==> config.mk <==
export PLATFORM = sky130hd
export DESIGN_NAME = dmx_frame_tx
export DESIGN_NICKNAME = d
export VERILOG_FILES = /design/src/rtl/dmx_frame_tx.sv
export SDC_FILE = /design/constraint.sdc
export NUM_CORES = 1
export LEC_CHECK = 0
export ABC_AREA = 1
export ABC_CLOCK_PERIOD_IN_PS = 2900
export CAP_MARGIN = 5
export CORE_AREA = 2 2 137 139
export CTS_CLUSTER_DIAMETER = 120
export DETAILED_ROUTE_END_ITERATION = 12
export DIE_AREA = 0 0 139 141
export GPL_TIMING_DRIVEN = 0
export PLACE_DENSITY_LB_ADDON = 0.08
export SYNTH_ARGS = -nofsm -noshare
export SYNTH_HDL_FRONTEND = slang
export SYNTH_SLANG_ARGS = --single-unit
==> constraint.sdc <==
create_clock -name int_osc -period 2.9 [get_ports int_osc]
set_clock_uncertainty 0.1 [all_clocks]
set_input_delay 0.435 -clock int_osc [delete_from_list [all_inputs] [get_ports int_osc]]
set_output_delay 0.435 -clock int_osc [all_outputs]
set_load 0.02 [all_outputs]
==> src/rtl/dmx_frame_tx.sv <==
// DMX512 frame transmitter.
// Holds NUM_CH channel levels and sends continuous DMX frames while tx_en is
// high. Each frame is BREAK (line low), then MAB (line high), then NUM_CH+1
// slots. Each slot is 11 bits: start bit 0, eight data bits LSB first, and two
// stop bits 1. Slot 0 carries start code 0x00 and slot k carries channel k.
//
// Write strobe: SPIDone is a one-cycle strobe. There is no ready signal, so the
// block accepts every write on the edge where it is sampled high. The write
// takes effect only when 1 <= param <= NUM_CH; any other param is dropped.
module dmx_frame_tx #(
  parameter int CLKS_PER_BIT = 96,
  parameter int NUM_CH       = 16,
  parameter int BREAK_BITS   = 23,
  parameter int MAB_BITS     = 3
) (
  input  logic       int_osc,
  input  logic       reset,
  input  logic [7:0] param,
  input  logic [7:0] value,
  input  logic       SPIDone,
  input  logic       tx_en,
  output logic       dmx_tx,
  output logic       dmx_de,
  output logic       frame_start
);

  // Counter widths. The bit index is shared by BREAK, MAB and SLOT, so it must
  // be wide enough for the longest of the three phases.
  localparam int CNT_W   = (CLKS_PER_BIT > 1) ? $clog2(CLKS_PER_BIT) : 1;
  localparam int IDX_MAX = (BREAK_BITS > MAB_BITS) ?
                           ((BREAK_BITS > 11) ? BREAK_BITS : 11) :
                           ((MAB_BITS > 11) ? MAB_BITS : 11);
  localparam int IDX_W   = $clog2(IDX_MAX + 1);
  localparam int SLOT_W  = $clog2(NUM_CH + 1);

  localparam logic [CNT_W-1:0]  CNT_LAST  = CNT_W'(CLKS_PER_BIT - 1);
  localparam logic [IDX_W-1:0]  BRK_LAST  = IDX_W'(BREAK_BITS - 1);
  localparam logic [IDX_W-1:0]  MAB_LAST  = IDX_W'(MAB_BITS - 1);
  localparam logic [IDX_W-1:0]  STOP_LAST = IDX_W'(10);
  localparam logic [IDX_W-1:0]  DATA_LO   = IDX_W'(1);
  localparam logic [IDX_W-1:0]  DATA_HI   = IDX_W'(8);
  localparam logic [SLOT_W-1:0] SLOT_LAST = SLOT_W'(NUM_CH);

  // FSM encoding
  localparam logic [1:0] ST_IDLE  = 2'd0;
  localparam logic [1:0] ST_BREAK = 2'd1;
  localparam logic [1:0] ST_MAB   = 2'd2;
  localparam logic [1:0] ST_SLOT  = 2'd3;

  logic [1:0]        state_q,       state_d;
  logic [CNT_W-1:0]  bit_cnt_q,     bit_cnt_d;
  logic [IDX_W-1:0]  bit_idx_q,     bit_idx_d;
  logic [SLOT_W-1:0] slot_idx_q,    slot_idx_d;
  logic [7:0]        shift_q,       shift_d;
  logic              frame_start_q, frame_start_d;

  logic [7:0] chan_q [1:NUM_CH];
  logic [7:0] next_byte;
  logic       bit_end;

  assign bit_end = (bit_cnt_q == CNT_LAST);

  // Channel register file. An out-of-range param matches no entry, so the write is dropped.
  always_ff @(posedge int_osc or negedge reset) begin
    if (!reset) begin
      for (int k = 1; k <= NUM_CH; k++) chan_q[k] <= 8'h00;
    end else if (SPIDone) begin
      for (int k = 1; k <= NUM_CH; k++) begin
        if (param == 8'(k)) chan_q[k] <= value;
      end
    end
  end

  // Byte for the slot after the current one; sampled when the next start bit begins
  always_comb begin
    next_byte = 8'h00;
    for (int k = 1; k <= NUM_CH; k++) begin
      if (int'(slot_idx_q) + 1 == k) next_byte = chan_q[k];
    end
  end

  // Next-state logic: the bit counter times each bit, and the bit index counts bits within a phase
  always_comb begin
    state_d       = state_q;
    bit_cnt_d     = bit_cnt_q;
    bit_idx_d     = bit_idx_q;
    slot_idx_d    = slot_idx_q;
    shift_d       = shift_q;
    frame_start_d = 1'b0;
    case (state_q)
      ST_IDLE: begin
        bit_cnt_d  = '0;
        bit_idx_d  = '0;
        slot_idx_d = '0;
        shift_d    = 8'h00;
        if (tx_en) begin
          state_d       = ST_BREAK;
          frame_start_d = 1'b1;
        end
      end
      ST_BREAK: begin
        if (bit_end) begin
          bit_cnt_d = '0;
          if (bit_idx_q == BRK_LAST) begin
            state_d   = ST_MAB;
            bit_idx_d = '0;
          end else begin
            bit_idx_d = bit_idx_q + 1'b1;
          end
        end else begin
          bit_cnt_d = bit_cnt_q + 1'b1;
        end
      end
      ST_MAB: begin
        if (bit_end) begin
          bit_cnt_d = '0;
          if (bit_idx_q == MAB_LAST) begin
            // Enter slot 0 with the DMX start code loaded.
            state_d    = ST_SLOT;
            bit_idx_d  = '0;
            slot_idx_d = '0;
            shift_d    = 8'h00;
          end else begin
            bit_idx_d = bit_idx_q + 1'b1;
          end
        end else begin
          bit_cnt_d = bit_cnt_q + 1'b1;
        end
      end
      ST_SLOT: begin
        if (bit_end) begin
          bit_cnt_d = '0;
          if (bit_idx_q == STOP_LAST) begin
            bit_idx_d = '0;
            if (slot_idx_q == SLOT_LAST) begin
              // The frame is complete. tx_en is sampled only here, so a frame is never cut short.
              slot_idx_d = '0;
              shift_d    = 8'h00;
              if (tx_en) begin
                state_d       = ST_BREAK;
                frame_start_d = 1'b1;
              end else begin
                state_d = ST_IDLE;
              end
            end else begin
              // Latch on the start-bit edge. A same-edge write is not seen here
              // (it shows up next frame), because chan_q still holds the old value.
              slot_idx_d = slot_idx_q + 1'b1;
              shift_d    = next_byte;
            end
          end else begin
            bit_idx_d = bit_idx_q + 1'b1;
            if (bit_idx_q >= DATA_LO && bit_idx_q <= DATA_HI) begin
              shift_d = {1'b0, shift_q[7:1]};
            end
          end
        end else begin
          bit_cnt_d = bit_cnt_q + 1'b1;
        end
      end
      default: begin
        state_d    = ST_IDLE;
        bit_cnt_d  = '0;
        bit_idx_d  = '0;
        slot_idx_d = '0;
        shift_d    = 8'h00;
      end
    endcase
  end

  // State and timing registers. An asynchronous reset aborts any frame in progress.
  always_ff @(posedge int_osc or negedge reset) begin
    if (!reset) begin
      state_q       <= ST_IDLE;
      bit_cnt_q     <= '0;
      bit_idx_q     <= '0;
      slot_idx_q    <= '0;
      shift_q       <= 8'h00;
      frame_start_q <= 1'b0;
    end else begin
      state_q       <= state_d;
      bit_cnt_q     <= bit_cnt_d;
      bit_idx_q     <= bit_idx_d;
      slot_idx_q    <= slot_idx_d;
      shift_q       <= shift_d;
      frame_start_q <= frame_start_d;
    end
  end

  // Line level is decoded from the registered state, so reset forces it to mark at once
  always_comb begin
    dmx_tx = 1'b1;
    case (state_q)
      ST_IDLE:  dmx_tx = 1'b1;
      ST_BREAK: dmx_tx = 1'b0;
      ST_MAB:   dmx_tx = 1'b1;
      ST_SLOT: begin
        if (bit_idx_q == '0)          dmx_tx = 1'b0;
        else if (bit_idx_q <= DATA_HI) dmx_tx = shift_q[0];
        else                          dmx_tx = 1'b1;
      end
      default:  dmx_tx = 1'b1;
    endcase
  end

  assign dmx_de      = (state_q != ST_IDLE);
  assign frame_start = frame_start_q;

endmodule
==> results of run 1 <==
## power by group through the flow
stage	combinational, mW	clock (mW)	sequential [mW]
2_1_floorplan	0.125	0	2.34
6_report	0.272	2.30	2.31
4_1_cts	0.273	2.33	2.31
5_1_grt	0.315	2.41	2.32
3_5_place_dp	0.269	0	2.35
3_3_place_gp	0.259	0	2.35
## kinds of logic (layout without fill, tap and decap cells)
| family | after synthesis | after routing | synth area share |
|---|---|---|---|
| compound gates | 208 | 208 | 0.1328 |
| xor+xnor | 3 | 3 | 0.005604 |
| fa+ha+maj | 15 | 15 | 0.02335 |
| buf+inv | 161 | 236 | 0.08249 |
| flops | 156 | 156 | 0.4856 |
| simple gates | 497 | 497 | 0.2702 |
## layout make-up
class                      count  share of cell area
sequential                   156              0.4066
multi-input combinational    723              0.3835
inverter                     126             0.05040
clock buffer                  21             0.04688
timing repair buffer          43             0.04688
tap                          234             0.03047
buffer                        35             0.02032
clock inverter                11             0.01498
## worst register-to-register path: cells and delay by family, from the launching register on
family | cells | cell delay (ps)
simple gates | 21 | 1780
flops | 1 | 430
fa+ha+maj | 1 | 200
xor+xnor | 1 | 200
buf+inv | 1 | 100
## path summary, 6_finish.rpt
check	cells after the start	slack, ps	to	from
max	24	3	shift_q[3]	slot_idx_q[0]
min	1	360	bit_cnt_q[0]	bit_cnt_q[0]
max reg2reg	24	3	shift_q[3]	slot_idx_q[0]
min reg2reg	1	360	bit_cnt_q[0]	bit_cnt_q[0]
max in group asynchronous	3	1450	chan_q[2]	reset
min in group asynchronous	2	440	chan_q[83]	reset
## cells in the mapped netlist, types with 6 or more instances
library cell,instances
sky130_fd_sc_hd__o21ai_1,7
sky130_fd_sc_hd__or2_2,10
sky130_fd_sc_hd__o21ai_0,173
sky130_fd_sc_hd__inv_1,115
sky130_fd_sc_hd__buf_6,7
sky130_fd_sc_hd__o22ai_1,6
sky130_fd_sc_hd__nand2_1,353
sky130_fd_sc_hd__nand4_1,6
sky130_fd_sc_hd__nor2_1,30
sky130_fd_sc_hd__nor3_1,11
sky130_fd_sc_hd__ha_1,15
sky130_fd_sc_hd__a21oi_1,15
sky130_fd_sc_hd__dfrtp_1,156
sky130_fd_sc_hd__inv_2,7
sky130_fd_sc_hd__clkbuf_1,27
sky130_fd_sc_hd__nand3_1,53
## what timing repair did
item / CTS / global route
buffers inserted: 9 / 9
cloned: 0 / 1
hold buffers: 1 / 0
endpoints found under the hold margin: 71 / 0
setup endpoints to repair: 8 / 10
pin swaps: 10 / 20
resized for setup: 24 / 41
## routing by layer
metal / GRT usage / vias up / part of all wire
met2: 0.3599 / 104 / 0.46
li1: - / 3460 / -
met3: 0.04246 / 18 / 0.036
met1: 0.3370 / 3244 / 0.49
met5: 0 / - / 0
met4: 0.05210 / 0 / 0.0099
## through the flow
step	power, mW	setup TNS (ps)	util
detailed placement	2.616	-6197	0.4699
global route	5.045	-1270	0.5260
global placement	2.607	-859190	0.4682
floorplan	2.463	0	-
CTS	4.913	-63.58	0.5140
finish	4.877	0	0.5260
## registers in the layout, indices dropped and copies added, names as in the netlist
name / flops
chan_q: 128
slot_idx_q: 5
shift_q: 8
bit_cnt_q: 7
state_q: 2
bit_idx_q: 5
frame_start: 1
==> Implementation_results.wiki, run 1 <==
{| class="wikitable"
! Metric !! Value
|-
| Fraction of power spent switching nets || 0.2348
|-
| Tightest Pin Transition || 793.1 ps
|-
| Number of nets with antenna violations after routing || 0
|-
| Worst path slowest cell || sky130_fd_sc_hd__dfrtp_2
|-
| Most frequent standard cell in the layout excluding fill and tap cells || sky130_fd_sc_hd__nand2_1
|-
| # IOs || 23
|-
| Max Freq || 345.2 MHz
|-
| Global placer's final weighted congestion || 0.8304
|-
| Number of unique standard cell types used by synthesis || 41
|-
| Antenna cell count || 0
|-
| First-pass GRT wire length || ~36,000 um
|-
| Yosys warning total || 0
|-
| Initial core utilization || 0.4401
|-
| Input/output buffers || 22
|-
| RSZ-0062 raised after global routing || yes
|-
| Cell-by-cell listing of the critical path || ha_4 > xnor2_4 > nand3_4 > inv_4 > nand3_4 > or2_1 > nand2_2 > nand2_2 > nand2_2 > nand2_2 > nand2_2 > nand3_2 > nand3_2 > nand2_1 > nand2_1 > nand3_2 > nand2_1 > nand2_1 > nand2_1 > nand2_1 > nand2_1 > nand2_1 > nand2_1 > nand2_1
|-
| Internal power of the cells || 3.732 mW
|-
| Filler Cells Inserted || 1,827
|-
| CTS Root Cell || sky130_fd_sc_hd__clkbuf_16
|-
| Worst rel slew slack || 0.4713
|-
| Critical path fanouts, max || 6
|-
| Gate count after technology mapping || 1,040
|-
| Fraction of power consumed by the clock network || 0.471
|-
| Endpoint type of the worst setup path || flip-flop
|-
| Area of the die || 0.01960 mm^2
|-
| Vias in the first global route || approximately 6,700
|-
| Number of antenna violations at the first check in global routing || 0
|-
| Total core area || 0.01827 mm^2
|-
| Final routed wire length divided by cell count || 16.06 um
|-
| Worst Hold Class || reg -> reg
|-
| Startpoint Class || flip-flop
|-
| Final hold slack || about 360 ps
|-
| Most area-hungry cell type in the Yosys netlist || sky130_fd_sc_hd__dfrtp_1
|-
| DR pass1 iterations || 5
|-
| Clock transition at the register clock pins on the worst setup and hold paths after CTS || 60 ps
|-
| Cells after DPL || 1,297
|-
| Storage cell area || 0.003906 mm^2
|-
| Count of flip-flops with a built-in enable after synthesis || 0
|-
| Final Max Tran Viols || 0
|-
| CTS tree || yes
|-
| Async SR Flop Fraction || 1.000
|-
| DP Wirelength || 14,910 um
|-
| Total number of vias || 6,826
|-
| Max stage delay on crit path || roughly 430 ps
|-
| Total power per unit cell area || 507.6 mW/mm^2
|-
| Die span in y || 141 um
|-
| WP buf/inv || 1
|-
| Via density per instance || 5.060
|-
| Fin crit share || 0.9988
|-
| Top library cells by usage in the layout, fill and taps aside || sky130_fd_sc_hd__nand2_1, sky130_fd_sc_hd__o21ai_0, sky130_fd_sc_hd__dfrtp_1, sky130_fd_sc_hd__inv_1, sky130_fd_sc_hd__nand3_1
|-
| Total routed wirelength || 21,660 um
|-
| Worst Path Required || 3120 ps
|-
| PnR worst setup slack || 3.470 ps
|-
| Final instance area || 0.009608 mm^2
|-
| Comb pwr share || 0.056
|-
| Total setup violations reported at the end of the flow || 0
|-
| Leakage power total || between 4 and 5 nW
|-
| Classification of the worst setup path || reg -> reg
|-
| Most frequent cell on the critical path || sky130_fd_sc_hd__nand2_1
|-
| Sequential share of power || 0.474
|-
| Final critical-path required period || 2897 ps
|-
| Multi-input combinational cell area || roughly 0.0037 mm^2
|-
| Area share of the largest cell type after synthesis || 0.4856
|-
| Number of clock sinks seen by CTS || between 150 and 200
|-
| Floorplan die width || 139 um
|-
| Layout-stage area growth over the synthesis result || 19.52%
|-
| Post-synthesis area per instance || 7.730 um^2
|-
| Insertion delay to the later sink of the worst-skew pair || 430 ps
|-
| Overall Global Routing Usage || 0.2307
|-
| Synthesized flop and latch total || around 160
|-
| Number of H-tree branching levels || 4
|-
| Proportion of layout cells with a drive suffix above 1 || 0.1283
|-
| Sw Pwr || 1.145 mW
|-
| Post-layout net count || approximately 1,100
|-
| Setup slack after placement || -426.1 ps
|-
| Final hold violation count || 0
|-
| Non-filler cells in the finished layout || approximately 1,300
|-
| Outcome || complete, no violations
|-
| Largest cells by area after synthesis || sky130_fd_sc_hd__dfrtp_1, sky130_fd_sc_hd__nand2_1, sky130_fd_sc_hd__o21ai_0
|-
| Cell class contributing the biggest share of worst-path delay || simple AND/OR/NAND/NOR gates
|-
| Count of max-cap constraint violations || 0
|-
| Post-Syn Area || between 0.008 and 0.009 mm^2
|-
| Total overflow reported by the global router || 0
|-
| Sequential area share after synthesis || 0.4856
|-
| Top flip-flop cell by instance count after synthesis || sky130_fd_sc_hd__dfrtp_1
|-
| Largest net degree at the start of global routing || 86
|-
| Maximum clock insertion buffer count || 2
|-
| Total nets after synthesis || between 1,000 and 1,500
|-
| Max rail drop VDD || about 0.38 mV
|-
| Total placed instance area || 0.008584 mm^2
|-
| Cts bufs inserted || 17
|-
| Crit path DAT || 3110 ps
|-
| Residual DRC count || 0
|-
| Std cell rows || 50
|-
| Number of DRC markers after the initial detailed-route iteration || 525
|}
Power figures use the tool's default switching activity.
==> run 2: changes to the inputs <==
--- a/config.mk
+++ b/config.mk
@@ -9,6 +9,7 @@
 export ABC_CLOCK_PERIOD_IN_PS = 2900
 export CAP_MARGIN = 5
 export CORE_AREA = 2 2 137 139
+export CTS_BUF_LIST = sky130_fd_sc_hd__clkbuf_8
 export CTS_CLUSTER_DIAMETER = 120
 export DETAILED_ROUTE_END_ITERATION = 12
 export DIE_AREA = 0 0 139 141
==> run 2 against run 1 <==
Against the previous run:
- the run now ends with setup timing left
- sequential power hardly changed
- cell count is the same
- sequential share of layout area grew 0.64 points
- first-iteration DRC count is 11% lower
- highest routed layer unchanged
- maximum frequency shrank 0.95%
- critical endpoint unchanged
- total power is 12% lower
==> Implementation_results.wiki, run 2 (same netlist as run 1, synthesis figures left out) <==
{| class="wikitable"
! Metric !! Value
|-
| Input/output buffers || 22 (unchanged)
|-
| Worst Hold Class || reg -> reg
|-
| Layout-stage area growth over the synthesis result || 17.67%
|-
| WP buf/inv || 1 (unchanged)
|-
| Final critical-path required period || 2924 ps (+27.80 ps)
|-
| Largest regs || chan_q x128, shift_q x8, bit_cnt_q x7
|-
| Number of nets with antenna violations after routing || 0 (unchanged)
|-
| Total power per unit cell area || 454.6 mW/mm^2 (-10%)
|-
| Worst Path Required || 3160 ps (+40 ps)
|-
| Overall Global Routing Usage || 0.2308 (about the same)
|-
| Max rail drop VDD || 0.3163 mV (-17%)
|-
| Final routed wire length divided by cell count || 16.05 um (about the same)
|-
| Via density per instance || 5.076 (+0.31%)
|-
| Post-layout utilization of the core || 0.5178 (-0.008151)
|-
| DR pass1 iterations || 5 (unchanged)
|-
| Cts bufs inserted || 17 (unchanged)
|-
| Most frequent standard cell in the layout excluding fill and tap cells || sky130_fd_sc_hd__nand2_1
|-
| Area of the die || 0.01960 mm^2 (unchanged)
|-
| Count of max-cap constraint violations || 0 (unchanged)
|-
| Leakage power total || 4.694 nW (-0.76%)
|-
| Filler Cells Inserted || 1,833 (+0.33%)
|-
| Cells after DPL || 1,297 (unchanged)
|-
| Global placer's final weighted congestion || 0.8304 (unchanged)
|-
| Critical path fanouts, max || 6 (unchanged)
|-
| Initial core utilization || 0.4401 (unchanged)
|-
| Max stage delay on crit path || 430 ps (about the same)
|-
| Final Max Tran Viols || 0 (unchanged)
|-
| Total setup violations reported at the end of the flow || 1 (+1)
|-
| Total routed wirelength || 21,660 um (about the same)
|-
| Total overflow reported by the global router || 0 (unchanged)
|-
| Number of clock sinks seen by CTS || 156 (unchanged)
|-
| Cell class contributing the biggest share of worst-path delay || simple AND/OR/NAND/NOR gates
|-
| Largest register by flop count || chan_q
|-
| Startpoint Class || flip-flop
|-
| Vias in the first global route || 6,676 (-0.12%)
|-
| Violated checks || setup timing
|-
| Multi-input combinational cell area || 0.003725 mm^2 (+1.1%)
|-
| Insertion delay to the later sink of the worst-skew pair || 470 ps (+40 ps)
|-
| Floorplan die width || 139 um (unchanged)
|-
| Top library cells by usage in the layout, fill and taps aside || sky130_fd_sc_hd__nand2_1, sky130_fd_sc_hd__o21ai_0, sky130_fd_sc_hd__dfrtp_1, sky130_fd_sc_hd__inv_1, sky130_fd_sc_hd__nand3_1
|-
| Crit path DAT || 3180 ps (+70 ps)
|-
| Storage cell area || 0.003906 mm^2 (unchanged)
|-
| CTS tree || yes
|-
| Die span in y || 141 um (unchanged)
|-
| Proportion of layout cells with a drive suffix above 1 || 0.1318 (+0.003587)
|-
| PnR worst setup slack || -24.33 ps (-27.80 ps)
|-
| Total number of vias || 6,847 (+0.31%)
|-
| Tightest Pin Transition || 759.1 ps (-33.98 ps)
|-
| RSZ-0062 raised after global routing || yes
|-
| Final hold violation count || 0 (unchanged)
|-
| Fin crit share || 1.008 (+0.009588)
|-
| Residual DRC count || 0 (unchanged)
|-
| CTS Root Cell || sky130_fd_sc_hd__clkbuf_8
|-
| Most frequent cell on the critical path || sky130_fd_sc_hd__nand2_1
|-
| Number of H-tree branching levels || 4 (unchanged)
|-
| Max reg flops || 128 (unchanged)
|-
| Max Freq || 342.0 MHz (-0.95%)
|-
| Non-filler cells in the finished layout || 1,349 (unchanged)
|-
| Maximum clock insertion buffer count || 2 (unchanged)
|-
| Worst path slowest cell || sky130_fd_sc_hd__dfrtp_2
|-
| First-pass GRT wire length || 35,560 um (about the same)
|-
| Largest net degree at the start of global routing || 86 (unchanged)
|-
| Worst rel slew slack || 0.4939 (+0.02265)
|-
| Std cell rows || 50 (unchanged)
|-
| Endpoint type of the worst setup path || flip-flop
|-
| Outcome || finished with violations
|-
| Number of antenna violations at the first check in global routing || 0 (unchanged)
|-
| Total core area || 0.01827 mm^2 (unchanged)
|-
| Antenna cell count || 0 (unchanged)
|-
| # IOs || 23 (unchanged)
|-
| Classification of the worst setup path || reg -> reg
|-
| Number of DRC markers after the initial detailed-route iteration || 466 (-11%)
|-
| Post-layout net count || 1,137 (unchanged)
|-
| DP Wirelength || 14,910 um (unchanged)
|-
| Clock transition at the register clock pins on the worst setup and hold paths after CTS || 90 ps (+30 ps)
|}
==> run 2: layout make-up <==
class | count | area share
Clock inverter | 14 | 0.01640
Tap cell | 234 | 0.03095
Sequential cell | 156 | 0.4130
Clock buffer | 18 | 0.02619
Multi-Input combinational cell | 723 | 0.3938
Inverter | 126 | 0.05066
Buffer | 35 | 0.02063
Timing Repair Buffer | 43 | 0.04841
==> run 2: stage by stage <==
stage,cell area (um^2),total power [mW],setup TNS [ps],hold slack (ps),worst slack [ps]
CTS,9183,4.325,-15.89,372.0,-8.972
finish,9459,4.300,-24.33,364.2,-24.33
floorplan,8039,2.463,0,39.41,315.6
detailed placement,8584,2.616,-6197,347.2,-426.1
global placement,8552,2.607,-859190,353.7,-5494
global route,9459,4.464,-1392,383.9,-229.3
==> run 2: where the power goes <==
group | leakage [nW] | internal, mW | switching, mW
sequential | 2.12 | 2.26 | 0.0454
combinational | 2.36 | 0.0934 | 0.181
clock | 0.216 | 0.862 | 0.858
==> run 2: path summary, 6_finish.rpt <==
kind | end | slack, ps | from | depth (start not counted)
worst max-delay path | shift_q[3] | -20 | slot_idx_q[0] | 25
worst min-delay path | bit_cnt_q[0] | 360 | bit_cnt_q[0] | 1
worst max register to register | shift_q[3] | -20 | slot_idx_q[0] | 25
worst min register to register | bit_cnt_q[0] | 360 | bit_cnt_q[0] | 1
max in group asynchronous | chan_q[10] | 1490 | reset | 3
min in group asynchronous | chan_q[83] | 400 | reset | 2
==> run 2: what timing repair did <==
item,4_1_cts,5_1_grt
gates resized for setup,21,50
hold buffers,1,0
setup buffers,9,8
hold endpoints to repair,71,0
cloned,0,2
endpoints found under the setup margin,8,10
pin swaps,8,29
==> run 2: routing by layer <==
layer / global-route usage / share of wire / up-vias
met5: 0 / 0 / -
met4: 0.05104 / 0.012 / 0
met3: 0.04076 / 0.039 / 21
met2: 0.3606 / 0.46 / 124
met1: 0.3379 / 0.49 / 3255
li1: - / - / 3447
==> run 3: changes to the inputs <==
--- a/config.mk
+++ b/config.mk
@@ -10,7 +10,7 @@
 export CAP_MARGIN = 5
 export CORE_AREA = 2 2 137 139
 export CTS_BUF_LIST = sky130_fd_sc_hd__clkbuf_8
-export CTS_CLUSTER_DIAMETER = 120
+export CTS_CLUSTER_DIAMETER = 60
 export DETAILED_ROUTE_END_ITERATION = 12
 export DIE_AREA = 0 0 139 141
 export GPL_TIMING_DRIVEN = 0
==> results of run 3 <==
No change in the layout: final DEF, timing and power equal those of run 2.
